File: config.mk
export PLATFORM = sky130hd
export DESIGN_NAME = sd_spi_cmd_framer
export DESIGN_NICKNAME = d
export VERILOG_FILES = /design/src/rtl/sd_spi_cmd_framer_pkg.sv /design/src/rtl/sd_spi_cmd_framer_crc7.sv /design/src/rtl/sd_spi_cmd_framer.sv
export SDC_FILE = /design/constraint.sdc
export NUM_CORES = 1
export LEC_CHECK = 0
export ABC_AREA = 1
export BUFFER_PORTS_ARGS = -buffer_cell sky130_fd_sc_hd__buf_2
export CORE_ASPECT_RATIO = 1.5
export CORE_MARGIN = 2
export CORE_UTILIZATION = 45
export DETAILED_ROUTE_END_ITERATION = 8
export GPL_TIMING_DRIVEN = 0
export PLACE_DENSITY = 0.67
export SETUP_SLACK_MARGIN = 0.05
export SYNTH_ARGS = -nofsm -noshare
export SYNTH_HDL_FRONTEND = slang
export SYNTH_SLANG_ARGS = --single-unit
File: constraint.sdc
create_clock -name clk -period 2.64 [get_ports clk]
set_input_delay 0.528 -clock clk [delete_from_list [all_inputs] [get_ports clk]]
set_output_delay 0.528 -clock clk [all_outputs]
set_load 0.03 [all_outputs]
File: src/rtl/sd_spi_cmd_framer_pkg.sv
// Shared types and constants for the SD SPI-mode command framer.
package sd_spi_cmd_framer_pkg;

   localparam int unsigned BYTE_W      = 8;
   localparam int unsigned IDX_W       = 6;
   localparam int unsigned ARG_W       = 32;
   localparam int unsigned CRC_W       = 7;
   localparam int unsigned CNT_W       = 3;
   localparam int unsigned NCR_W       = 8;
   localparam int unsigned FRAME_BYTES = 6;

   typedef enum logic [2:0] {
      ST_IDLE,
      ST_CMD,
      ST_CHECK,
      ST_ISSUE,
      ST_WAIT_RSP,
      ST_SEND,
      ST_R1OUT
   } state_t;

   // R1 response bit positions
   localparam int unsigned R1_IDLE_BIT    = 0;
   localparam int unsigned R1_ILL_CMD_BIT = 2;
   localparam int unsigned R1_COM_CRC_BIT = 3;

   localparam logic [CRC_W-1:0]  CRC7_POLY      = 7'h09;
   localparam logic [BYTE_W-1:0] IDLE_FILL      = 8'hFF;
   localparam logic [BYTE_W-1:0] R1_COM_CRC_ERR = 8'h01 << R1_COM_CRC_BIT;

endpackage

File: src/rtl/sd_spi_cmd_framer_crc7.sv
// sd_crc7: one-byte MSB-first CRC7 update (x^7+x^3+1), purely combinational.
module sd_crc7
   import sd_spi_cmd_framer_pkg::*;
(
   input  logic [CRC_W-1:0]  crc_in,
   input  logic [BYTE_W-1:0] data_byte,
   output logic [CRC_W-1:0]  crc_out
);

   logic [CRC_W-1:0] crc;
   logic             fb;

   always_comb begin
      crc = crc_in;
      fb  = 1'b0;
      for (int i = BYTE_W - 1; i >= 0; i--) begin
         fb  = crc[CRC_W-1] ^ data_byte[i];
         crc = {crc[CRC_W-2:0], 1'b0} ^ (fb ? CRC7_POLY : 7'h00);
      end
      crc_out = crc;
   end

endmodule

File: src/rtl/sd_spi_cmd_framer.sv
// Frames SD SPI-mode 6-byte commands from the SPI slave byte stream and returns R1 on MISO.
// Define SD_CRC_CHECK_EN to verify CRC7 on received frames; otherwise only the end bit is checked.
module sd_spi_cmd_framer
   import sd_spi_cmd_framer_pkg::*;
#(
   parameter int unsigned NCR_MAX = 8
)
(
   input  logic              clk,
   input  logic              rst,
   input  logic              ssel_n,
   input  logic [BYTE_W-1:0] rx_byte,
   input  logic              rx_valid,
   output logic [BYTE_W-1:0] tx_byte,
   output logic              cmd_valid,
   input  logic              cmd_ready,
   output logic [IDX_W-1:0]  cmd_idx,
   output logic [ARG_W-1:0]  cmd_arg,
   input  logic              rsp_valid,
   input  logic [BYTE_W-1:0] rsp_r1,
   output logic              rsp_timeout
);

`ifdef SD_CRC_CHECK_EN
   localparam bit CRC_CHECK = 1'b1;
`else
   localparam bit CRC_CHECK = 1'b0;
`endif
   localparam logic [NCR_W-1:0] NCR_LIMIT = NCR_W'(NCR_MAX);

   state_t            state_q, state_d;
   logic [BYTE_W-1:0] tx_q, tx_d, pending_q, pending_d, last_q, last_d;
   logic              cmd_valid_q, cmd_valid_d, timeout_q, timeout_d;
   logic [IDX_W-1:0]  idx_q, idx_d;
   logic [ARG_W-1:0]  arg_q, arg_d;
   logic [CNT_W-1:0]  byte_cnt_q, byte_cnt_d;
   logic [NCR_W-1:0]  ncr_q, ncr_d;
   logic [CRC_W-1:0]  crc_q, crc_d, crc_seed_c, crc_next_c;
   logic              frame_ok_c, ncr_hit_c;

   // A new frame restarts the CRC from zero on its start byte.
   assign crc_seed_c = (state_q == ST_IDLE) ? '0 : crc_q;

   sd_crc7 u_crc7 (
      .crc_in    (crc_seed_c),
      .data_byte (rx_byte),
      .crc_out   (crc_next_c)
   );

   assign frame_ok_c = last_q[0] && (!CRC_CHECK || (last_q[7:1] == crc_q));
   assign ncr_hit_c  = (ncr_q + NCR_W'(1)) == NCR_LIMIT;

   // State and datapath registers
   always_ff @(posedge clk or negedge rst) begin
      if (!rst) begin
         state_q     <= ST_IDLE;
         tx_q        <= IDLE_FILL;
         cmd_valid_q <= 1'b0;
         idx_q       <= '0;
         arg_q       <= '0;
         timeout_q   <= 1'b0;
         byte_cnt_q  <= '0;
         ncr_q       <= '0;
         pending_q   <= IDLE_FILL;
         last_q      <= '0;
         crc_q       <= '0;
      end else begin
         state_q     <= state_d;
         tx_q        <= tx_d;
         cmd_valid_q <= cmd_valid_d;
         idx_q       <= idx_d;
         arg_q       <= arg_d;
         timeout_q   <= timeout_d;
         byte_cnt_q  <= byte_cnt_d;
         ncr_q       <= ncr_d;
         pending_q   <= pending_d;
         last_q      <= last_d;
         crc_q       <= crc_d;
      end
   end

   // Next-state and next-output logic
   always_comb begin
      state_d     = state_q;
      tx_d        = tx_q;
      cmd_valid_d = cmd_valid_q;
      idx_d       = idx_q;
      arg_d       = arg_q;
      timeout_d   = 1'b0;
      byte_cnt_d  = byte_cnt_q;
      ncr_d       = ncr_q;
      pending_d   = pending_q;
      last_d      = last_q;
      crc_d       = crc_q;
      unique case (state_q)
         ST_IDLE: begin
            if (rx_valid && (rx_byte[7:6] == 2'b01)) begin
               idx_d      = rx_byte[5:0];
               arg_d      = '0;
               crc_d      = CRC_CHECK ? crc_next_c : '0;
               byte_cnt_d = CNT_W'(1);
               state_d    = ST_CMD;
            end
         end
         ST_CMD: begin
            if (ssel_n) begin
               byte_cnt_d = '0;
               state_d    = ST_IDLE;
            end else if (rx_valid) begin
               byte_cnt_d = byte_cnt_q + CNT_W'(1);
               if (byte_cnt_q == CNT_W'(FRAME_BYTES - 1)) begin
                  last_d  = rx_byte;
                  state_d = ST_CHECK;
               end else begin
                  arg_d = {arg_q[ARG_W-BYTE_W-1:0], rx_byte};
                  if (CRC_CHECK) crc_d = crc_next_c;
               end
            end
         end
         ST_CHECK: begin
            byte_cnt_d = '0;
            ncr_d      = '0;
            if (frame_ok_c) begin
               cmd_valid_d = 1'b1;
               state_d     = ST_ISSUE;
            end else begin
               pending_d = R1_COM_CRC_ERR;
               state_d   = ST_SEND;
            end
         end
         ST_ISSUE: begin
            // Chip select is deliberately ignored here so the core handshake is never torn.
            if (rx_valid) ncr_d = ncr_q + NCR_W'(1);
            if (rx_valid && ncr_hit_c) begin
               timeout_d   = 1'b1;
               cmd_valid_d = 1'b0;
               tx_d        = IDLE_FILL;
               state_d     = ST_IDLE;
            end else if (cmd_ready) begin
               cmd_valid_d = 1'b0;
               state_d     = ST_WAIT_RSP;
            end
         end
         ST_WAIT_RSP: begin
            tx_d = IDLE_FILL;
            if (ssel_n) begin
               state_d = ST_IDLE;
            end else if (rsp_valid) begin
               if (rx_valid) begin
                  tx_d    = rsp_r1;
                  state_d = ST_R1OUT;
               end else begin
                  pending_d = rsp_r1;
                  state_d   = ST_SEND;
               end
            end else if (rx_valid) begin
               ncr_d = ncr_q + NCR_W'(1);
               if (ncr_hit_c) begin
                  timeout_d = 1'b1;
                  state_d   = ST_IDLE;
               end
            end
         end
         ST_SEND: begin
            if (ssel_n) begin
               tx_d    = IDLE_FILL;
               state_d = ST_IDLE;
            end else if (rx_valid) begin
               tx_d    = pending_q;
               state_d = ST_R1OUT;
            end
         end
         ST_R1OUT: begin
            if (ssel_n || rx_valid) begin
               tx_d    = IDLE_FILL;
               state_d = ST_IDLE;
            end
         end
         default: state_d = ST_IDLE;
      endcase
   end

   assign tx_byte     = tx_q;
   assign cmd_valid   = cmd_valid_q;
   assign cmd_idx     = idx_q;
   assign cmd_arg     = arg_q;
   assign rsp_timeout = timeout_q;

endmodule

==> results of run 1 <==
## flip-flops by register name (all words and copies together), names as in the netlist
name         cells
byte_cnt_q       3
cmd_arg         32
cmd_idx          6
cmd_valid        1
last_q           1
ncr_q            8
pending_q        8
rsp_timeout      1
state_q          3
tx_byte          8
## kinds of logic (layout without fill, tap and decap cells)
family	Yosys count	in the layout
flip-flops	71	71
AO/OA/AOI/OAI	84	84
adder cells (fa/ha/maj)	3	3
multiplexers	6	6
AND/OR/NAND/NOR	163	163
buffers and inverters	84	169
## synth_stat cells
| cell type | number | area, sq um |
|---|---|---|
| a21oi_1 | 13 | 65.1 |
| a21oi_2 | 1 | 8.76 |
| buf_4 | 1 | 7.51 |
| buf_6 | 5 | 56.3 |
| clkbuf_1 | 3 | 11.3 |
| clkbuf_2 | 3 | 15.0 |
| clkinv_1 | 1 | 3.75 |
| dfrtp_1 | 55 | 1380 |
| dfstp_2 | 16 | 420 |
| ha_1 | 3 | 37.5 |
| inv_1 | 67 | 251 |
| inv_2 | 4 | 15.0 |
| mux2_2 | 6 | 67.6 |
| nand2_1 | 74 | 278 |
| nand2_2 | 2 | 12.5 |
| nand2_4 | 1 | 11.3 |
| nand3_1 | 56 | 280 |
| nand4_1 | 4 | 25.0 |
| nor2_1 | 21 | 78.8 |
| nor2_2 | 2 | 12.5 |
| nor2_4 | 2 | 22.5 |
| nor4_4 | 1 | 21.3 |
| o21ai_0 | 52 | 260 |
| o21ai_1 | 11 | 55.1 |
| o21ai_2 | 1 | 8.76 |
| o22ai_1 | 4 | 25.0 |
| o22ai_2 | 1 | 12.5 |
| o31ai_1 | 1 | 7.51 |
## placed cells by master (no fill, tap or decap), drive strengths merged, types with 4 or more instances in the layout
master	n
nand2	77
buf	75
inv	71
o21ai	64
nand3	56
dfrtp	55
nor2	25
clkbuf	17
dfstp	16
a21oi	14
mux2	6
o22ai	5
nand4	4
clkinv	4
## metrics by stage
step	power [mW]	cells	area (sq um)
finish	4.96	598	4230
global route	5.30	598	4230
CTS	5.02	598	4230
detailed placement	3.77	582	3920
global placement	3.72	582	3920
floorplan	3.18	411	3450
## final cells by class
class                           instances  area (sq um)
Multi-Input combinational cell        256          1290
Timing Repair Buffer                   69           348
Tap cell                              102           128
Clock buffer                           11           253
Clock inverter                          5          56.3
Fill cell                             732          3280
Inverter                               72           270
Buffer                                 12          90.1
Sequential cell                        71          1800
## path summary, 6_finish.rpt
| path | end | cells after the start |
|---|---|---|
| min in group clk | cmd_arg[4] | 3 |
| max in group asynchronous | cmd_idx[1] | 1 |
| max reg2reg | ncr_q[5] | 10 |
| min reg2reg | cmd_valid | 2 |
| max | ncr_q[5] | 10 |
| min | cmd_arg[9] | 1 |
## routing by layer
metal,GRT usage,up-vias
met3,0.0400,17
li1,-,1499
met5,0,-
met2,0.352,103
met1,0.244,1425
met4,0.0901,0
## power by group through the flow
stage	Sequential [mW]	Combinational, mW	Clock [mW]
finish	1.73	2.00	1.22
CTS	1.73	2.03	1.25
detailed placement	1.75	2.02	0
floorplan	2.14	1.05	0
global placement	1.73	1.99	0
global route	1.77	2.22	1.31
## worst max-delay path, delay by kind of cell (launching register included)
kind                   cells  cell delay (ns)
AO/OA/AOI/OAI              2             0.28
flip-flops                 1             0.48
AND/OR/NAND/NOR            4             0.58
buffers and inverters      4             0.53
==> results.sh, run 1 <==
export IMPL_ys_types=28
export IMPL_cts_buffer_depth=2
export IMPL_place_hpwl_um=5950
export IMPL_hold_ws_ns=0.317
export IMPL_gr_total_overflow=0
export IMPL_slew_headroom=0.414
export IMPL_path_cells="inv_2, nand2_1, nor2_1, inv_1, nand2_4, inv_1, o22ai_2, inv_2, nand2_2, o22ai_1"
export IMPL_synth_simple_area_share=0.215
export IMPL_dp_worst_setup_slack_ns=0.504
export IMPL_slowest_delay_ns=0.48
export IMPL_crit_fanout=10
export IMPL_synth_fa_ha_area_frac=0.0109
export IMPL_finalCoreUtilization=0.563
export IMPL_drc=0
export IMPL_syn2layout_area_growth_pct=22.8
export IMPL_timing_fmax_mhz=498
export IMPL_clk_pin_slew_ns=0.06
export IMPL_synthCells=411
export IMPL_setup_ws_ns=0.631
export IMPL_holdBufCountCts=0
export IMPL_ioPinCount=70
export IMPL_arrival_ns=2.21
export IMPL_postRouteAntennaNets=0
export IMPL_grt_max_degree=72
export IMPL_met3_length_um=403
export IMPL_fp_row_count=39
export IMPL_wl_per_cell_um=13.5
export IMPL_tns_ns=0
export IMPL_gp_congestion=0.887
export IMPL_slew_viol_final=0
export IMPL_worst_pin_slew_ns=0.879
export IMPL_pwr_share_comb=0.404
export IMPL_reg2reg_slack_ns=0.63
export IMPL_grt_pass1_vias=2922
export IMPL_postCtsSetupBuffers=0
export IMPL_drive_above_1_share=0.264
export IMPL_ys_seq_area_frac=0.521
export IMPL_critPathLaunch="state_q[1]"
export IMPL_worst_path_max_delay_cell="dfrtp_1"
export IMPL_grt_pass1_wl_um=13300
export IMPL_netSwitchingFraction=0.416
export IMPL_intPower_mw=2.89
export IMPL_rsz0062_at_grt="false"
export IMPL_start_util=0.459
export IMPL_cts_tree="yes"
export IMPL_hold_viol=0
export IMPL_htreeDepth=3
export IMPL_cts_buffers=9
export IMPL_setup_violations=0
export IMPL_netlist_area_sq_um=3450
export IMPL_peakVddDrop_mv=0.689
export IMPL_die_area_sq_um=8390
export IMPL_p_switching_mw=2.06
export IMPL_wl_um=8050
export IMPL_critical_path_class="reg2reg"
export IMPL_core_sq_um=7510
export IMPL_p_leak_nw=2.07
export IMPL_fin_skew_ns=0.00556
export IMPL_cp_required_ns=2.85
export IMPL_ys_seq_elements=71
export IMPL_startpoint_type="register"
export IMPL_crit_path_end_kind="register"
export IMPL_drv_cap=0
export IMPL_vias=3044
export IMPL_ys_warn_count=0
export IMPL_grt_usage=0.207
export IMPL_p_per_area_nw_per_um2=1170
export IMPL_synth_compound_area_frac=0.128
export IMPL_syn_num_nets=436
export IMPL_met1Wirelength_um=3290
export IMPL_clkSinkCount=71
export IMPL_antenna_cells=0
export IMPL_outcome="completed"
export IMPL_synthXorXnorAreaFrac=0
export IMPL_period_share=0.761
export IMPL_hp_class="in2async"
export IMPL_antenna_found_initial=0
export IMPL_port_buffers=69
export IMPL_synth_area_per_cell_sq_um=8.39
export IMPL_power_frac_seq=0.350
export IMPL_vias_per_cell=5.09
export IMPL_p_clk_frac=0.246
export IMPL_synth_mux_area_fraction=0.0196
export IMPL_drtIter0Drc=188
export IMPL_synth_top_family_by_area="simple AND/OR/NAND/NOR gates"
export IMPL_die_h_um=111
export IMPL_wl_met2_um=4140
export IMPL_topRoutingLayerUsed="met4"
export IMPL_ctsRootBufferMaster="clkbuf_16"
export IMPL_clkLatencyLatePin_ns=0.33
export IMPL_dr_pass1_iters=4
export IMPL_timing_final_crit_period_ns=2.01
export IMPL_die_x_um=75.5
export IMPL_fin_nets=516
export IMPL_ctsResizeCount=0
export IMPL_rr_startpoint="state_q[1]"
(Power assumes the default switching activity.)
==> inputs of run 2 (changes only) <==
--- a/config.mk
+++ b/config.mk
@@ -5,14 +5,14 @@
 export SDC_FILE = /design/constraint.sdc
 export NUM_CORES = 1
 export LEC_CHECK = 0
-export ABC_AREA = 1
+export ABC_AREA = 0
 export BUFFER_PORTS_ARGS = -buffer_cell sky130_fd_sc_hd__buf_2
 export CORE_ASPECT_RATIO = 1.5
 export CORE_MARGIN = 2
 export CORE_UTILIZATION = 45
 export DETAILED_ROUTE_END_ITERATION = 8
 export GPL_TIMING_DRIVEN = 0
-export PLACE_DENSITY = 0.67
+export PLACE_DENSITY = 0.7
 export SETUP_SLACK_MARGIN = 0.05
 export SYNTH_ARGS = -nofsm -noshare
 export SYNTH_HDL_FRONTEND = slang
==> constraint.sdc (replaced) <==
create_clock -name clk -period 1.78 [get_ports clk]
set_input_delay 0.356 -clock clk [delete_from_list [all_inputs] [get_ports clk]]
set_output_delay 0.356 -clock clk [all_outputs]
set_load 0.03 [all_outputs]
==> results.sh, run 2 <==
export IMPL_cts_tree="yes"
export IMPL_gp_congestion=0.855
export IMPL_wl_um=8990
export IMPL_synthCells=362
export IMPL_arrival_ns=2.18
export IMPL_stdcell_area_sq_um=4620
export IMPL_multi_input_area_sq_um=1700
export IMPL_intPower_mw=4.46
export IMPL_synth_most_common_cell="nand2_1"
export IMPL_grt_pass1_wl_um=14200
export IMPL_antenna_cells=0
export IMPL_gr_total_overflow=0
export IMPL_syn_num_nets=387
export IMPL_antenna_found_initial=0
export IMPL_fin_cells=571
export IMPL_async_flop_share=1.00
export IMPL_die_h_um=111
export IMPL_die_x_um=75.3
export IMPL_cts_buffer_depth=2
export IMPL_ys_seq_elements=71
export IMPL_netSwitchingFraction=0.398
export IMPL_power_frac_seq=0.323
export IMPL_p_total_mw=7.42
export IMPL_place_area_sq_um=3910
export IMPL_p_clk_frac=0.240
export IMPL_period_share=1.08
export IMPL_dr_pass1_iters=4
export IMPL_ys_warn_count=0
export IMPL_synth_top_cells_by_count="nand2_1, o21ai_0, dfrtp_1, mux2_2, nor2_1"
export IMPL_slew_headroom=0.406
export IMPL_clk_pin_slew_ns=0.06
export IMPL_die_area_sq_um=8360
export IMPL_violations="negative setup slack"
export IMPL_postRouteAntennaNets=0
export IMPL_regArea_sq_um=1800
export IMPL_pwr_share_comb=0.437
export IMPL_synth_top_area_frac=0.401
export IMPL_dp_cells=532
export IMPL_vias=3046
export IMPL_drc=0
export IMPL_ys_types=48
export IMPL_rsz0062_at_grt="true"
export IMPL_wl_per_cell_um=15.7
export IMPL_layout_commonest_cell="nand2_1"
export IMPL_core_sq_um=7510
export IMPL_largest_register_ffs=32
export IMPL_htreeDepth=3
export IMPL_ioPinCount=70
export IMPL_syn2layout_area_growth_pct=34.5
export IMPL_ctsRootBufferMaster="clkbuf_16"
export IMPL_crit_path_end_kind="register"
export IMPL_finalCoreUtilization=0.614
export IMPL_vias_per_cell=5.33
export IMPL_crit_fanout=5
export IMPL_timing_final_crit_period_ns=1.92
export IMPL_ys_seq_area_frac=0.524
export IMPL_worst_pin_slew_ns=0.891
export IMPL_fin_nets=489
export IMPL_start_util=0.457
export IMPL_critical_path_class="reg2reg"
export IMPL_p_leak_nw=2.12
export IMPL_timing_fmax_mhz=522
export IMPL_fill_cells=667
export IMPL_dp_worst_setup_slack_ns=-0.356
export IMPL_ys_flop_type="dfrtp_1"
export IMPL_fin_skew_ns=0.00700
export IMPL_setup_ws_ns=-0.137
export IMPL_grt_usage=0.222
export IMPL_drtIter0Drc=163
export IMPL_synth_top_cells_by_area="dfrtp_1, dfstp_2, nand2_1"
export IMPL_fp_row_count=39
export IMPL_synth_area_per_cell_sq_um=9.48
export IMPL_netlist_area_sq_um=3430
export IMPL_place_hpwl_um=5870
export IMPL_slew_viol_final=0
export IMPL_startpoint_type="register"
export IMPL_cp_required_ns=2.04
export IMPL_synth_largest_area_cell="dfrtp_1"
export IMPL_p_per_area_nw_per_um2=1610
export IMPL_clkSinkCount=71
export IMPL_port_buffers=68
export IMPL_clkLatencyLatePin_ns=0.33
export IMPL_grt_pass1_vias=3013
export IMPL_outcome="finished, violations left"
export IMPL_mostFrequentLayoutCells="nand2_1, buf_2, o21ai_0, dfrtp_1, buf_4"
export IMPL_peakVddDrop_mv=1.06
export IMPL_grt_max_degree=72
export IMPL_p_switching_mw=2.95
export IMPL_drv_cap=0
export IMPL_cts_buffers=9
export IMPL_holdBufCountCts=0
export IMPL_hp_class="in2async"
export IMPL_drive_above_1_share=0.422
export IMPL_hold_viol=0
export IMPL_setup_violations=10
export IMPL_synth_edf_count=0
[run 2: worst max-delay path, stage by stage, from the launching register on]
cell	delay [ns]
dfrtp_2	0.41
and3_4	0.18
or3_4	0.35
o21ai_4	0.11
nand3_4	0.12
o21ai_4	0.30
mux2_2	0.38
[run 2: what timing repair did]
action / 4_1_cts / 5_1_grt
cloned: 0 / 1
setup endpoints to repair: 52 / 54
hold endpoints to repair: 0 / 0
buffers inserted: 12 / 11
pin swaps: 8 / 10
resized for setup: 40 / 52
[run 2: cell type report]
class	count	share of cell area
plain buffers	19	0.0295
clock buffers	13	0.0542
clock inverters	3	0.00949
inverters	10	0.00813
multi-input cells	262	0.368
flip-flops and latches	71	0.390
well taps	102	0.0276
repair buffers	91	0.112
[run 2: metrics by stage]
stage          hold slack (ns)  setup TNS, ns
5_1_grt                  0.232          -1.70
4_1_cts                  0.182         -0.723
2_1_floorplan           0.0604         -0.371
6_report                 0.152          -1.03
3_3_place_gp             0.456          -9.58
3_5_place_dp             0.464          -9.83
[run 2: power by group through the flow]
| stage | clock network, mW | registers [mW] | logic (mW) |
|---|---|---|---|
| after detailed placement | 0 | 2.41 | 2.65 |
| after CTS | 1.82 | 2.38 | 2.91 |
| after floorplan | 0 | 2.90 | 1.39 |
| final | 1.78 | 2.40 | 3.24 |
| after global placement | 0 | 2.39 | 2.61 |
| after global routing | 1.89 | 2.45 | 3.53 |
[run 2: routing by layer]
| metal | vias to the layer above | GRT usage | part of all wire |
|---|---|---|---|
| li1 | 1452 | - | - |
| met1 | 1467 | 0.259 | 0.40 |
| met2 | 102 | 0.372 | 0.52 |
| met3 | 25 | 0.0545 | 0.054 |
| met4 | 0 | 0.0971 | 0.030 |
| met5 | - | 0 | 0 |
[run 2: kinds of logic (layout without fill, tap and decap cells)]
kind of cell    count (synthesis)  in the layout  share of synthesized area
buf+inv                        30            136                     0.0375
fa+ha+maj                       3              3                     0.0109
compound gates                 89             89                      0.155
flops                          71             71                      0.524
mux                            22             22                     0.0704
simple gates                  146            147                      0.200
xor+xnor                        1              1                    0.00255
[run 2: final timing paths]
check,start,to,slack (ns),cells after the start
setup / recovery,ncr_q[3],tx_byte[4],-0.14,6
hold / removal,rst,cmd_arg[24],0.15,1
setup reg to reg,ncr_q[3],tx_byte[4],-0.14,6
hold reg to reg,tx_byte[7],tx_byte[7],0.47,2
max in group asynchronous,rst,state_q[1],1.01,1
min in group clk,rsp_r1[3],pending_q[3],0.24,3
==> inputs of run 3 (changes only) <==
--- a/config.mk
+++ b/config.mk
@@ -6,7 +6,7 @@
 export NUM_CORES = 1
 export LEC_CHECK = 0
 export ABC_AREA = 0
-export BUFFER_PORTS_ARGS = -buffer_cell sky130_fd_sc_hd__buf_2
+export BUFFER_PORTS_ARGS = -buffer_cell sky130_fd_sc_hd__clkbuf_2
 export CORE_ASPECT_RATIO = 1.5
 export CORE_MARGIN = 2
 export CORE_UTILIZATION = 45
==> results.sh, run 3 (synthesized netlist as in run 2, its figures left out) <==
export IMPL_outcome="finished, violations left"
export IMPL_violations="negative setup slack"
export IMPL_use_met3=0.0473
export IMPL_grt_pass1_wl_um=14200
export IMPL_core_sq_um=7510
export IMPL_finalCoreUtilization=0.621
export IMPL_antenna_found_initial=0
export IMPL_arrival_ns=2.11
export IMPL_die_x_um=75.3
export IMPL_worst_path_buf_inv=1
export IMPL_ioPinCount=70
export IMPL_crit_fanout=6
export IMPL_drc=0
export IMPL_largest_register_ffs=32
export IMPL_hp_class="in2reg"
export IMPL_syn2layout_area_growth_pct=35.9
export IMPL_htreeDepth=3
export IMPL_crit_family="flip-flops"
export IMPL_fin_cells=568
export IMPL_timing_fmax_mhz=528
export IMPL_cts_tree="yes"
export IMPL_fp_row_count=39
export IMPL_drive_above_1_share=0.425
export IMPL_postRouteAntennaNets=0
export IMPL_dr_pass1_iters=4
export IMPL_die_area_sq_um=8360
export IMPL_reg2reg_slack_ns=-0.11
export IMPL_fill_cells=653
export IMPL_setup_violations=11
export IMPL_setup_ws_ns=-0.112
export IMPL_mostFrequentLayoutCells="nand2_1, clkbuf_2, o21ai_0"
export IMPL_clkSinkCount=71
export IMPL_top_usage_layer="met2"
export IMPL_worst_path_max_delay_cell="dfrtp_2"
export IMPL_place_hpwl_um=6030
export IMPL_grt_pass1_vias=2951
export IMPL_cts_buffers=9
export IMPL_startpoint_type="register"
export IMPL_layout_commonest_cell="nand2_1"
export IMPL_drv_cap=0
export IMPL_place_area_sq_um=3930
export IMPL_cp_required_ns=2.00
export IMPL_rsz0062_at_grt="true"
export IMPL_clk_pin_slew_ns=0.05
export IMPL_antenna_cells=0
export IMPL_crit_path_end_kind="register"
export IMPL_worst_pin_slew_ns=0.363
export IMPL_fin_nets=486
export IMPL_critical_path_class="reg2reg"
export IMPL_drtIter0Drc=170
export IMPL_hold_viol=0
export IMPL_wl_per_cell_um=15.9
export IMPL_slowest_delay_ns=0.47
export IMPL_slew_headroom=0.758
export IMPL_grt_met2_usage=0.374
export IMPL_grt_max_degree=56
export IMPL_gp_congestion=0.854
export IMPL_cts_buffer_depth=2
export IMPL_die_h_um=111
export IMPL_hold_ws_ns=0.215
export IMPL_port_buffers=68
export IMPL_fin_skew_ns=0.00527
export IMPL_p_leak_nw=2.10
export IMPL_ctsRootBufferMaster="clkbuf_16"
export IMPL_slew_viol_final=0
export IMPL_path_cells="ha_4, nand3b_1, buf_4, nor4b_4, o21a_2, mux2_4"
export IMPL_dp_cells=533
export IMPL_clkLatencyLatePin_ns=0.34
export IMPL_p_per_area_nw_per_um2=1600
export IMPL_timing_final_crit_period_ns=1.89
export IMPL_wl_um=9060
export IMPL_start_util=0.457
export IMPL_use_met1=0.256
export IMPL_gr_total_overflow=0
export IMPL_period_share=1.06
export IMPL_stdcell_area_sq_um=4660
export IMPL_vias=3079
export IMPL_vias_per_cell=5.42
export IMPL_grt_usage=0.222
export IMPL_peakVddDrop_mv=0.877
==> run 3: cell type report <==
class                      count  area (sq um)  share of cell area
tap                          102           128              0.0274
multi-input combinational    262          1730               0.371
clock buffer                  11           233              0.0499
inverter                      10          37.5             0.00805
buffer                        19           128              0.0274
timing repair buffer          88           523               0.112
clock inverter                 5          82.6              0.0177
sequential                    71          1800               0.387
==> run 3: timing repair <==
item	CTS	global route
hold buffers	1	0
pin swaps	5	11
buffers inserted	9	9
gates cloned	0	1
hold endpoints to repair	9	0
resized for setup	38	56
setup endpoints to repair	56	52
==> run 3: worst paths after layout <==
kind                            depth (start not counted)      endpoint       start
worst max-delay path                                    6    state_q[0]    ncr_q[1]
worst min-delay path                                    3  pending_q[3]   rsp_r1[3]
worst max register to register                          6    state_q[0]    ncr_q[1]
worst min register to register                          2    tx_byte[1]  tx_byte[1]
max in group asynchronous                               3  pending_q[3]         rst
min in group asynchronous                               2      ncr_q[4]         rst
==> run 3: report_power, final <==
part	total [mW]	leakage [nW]	internal, mW	switching [mW]
registers	2.43	0.906	2.11	0.313
logic	3.14	1.04	1.15	1.99
clock network	1.91	0.154	1.23	0.681
total	7.47	2.10	4.49	2.98
==> run 3: worst min-delay path, stage by stage <==
cell and delay, ns:
clkbuf_2 0.09, inv_1 0.04, a31oi_1 0.06
==> run 3: per-stage QoR <==
step	power (mW)	setup WS, ns	TNS, ns
floorplan	4.28	-0.0736	-0.371
global placement	5.00	-0.293	-19.15
detailed placement	5.09	-0.343	-9.58
CTS	7.23	-0.156	-0.754
global route	7.93	-0.177	-1.61
finish	7.47	-0.112	-0.898
==> run 3: metal layers <==
metal / routed length [um] / vias to the layer above / share of wire
li1: - / 1441 / -
met1: 3530 / 1507 / 0.39
met4: 253 / 0 / 0.028
met5: 0 / - / 0
met3: 458 / 26 / 0.051
met2: 4810 / 105 / 0.53
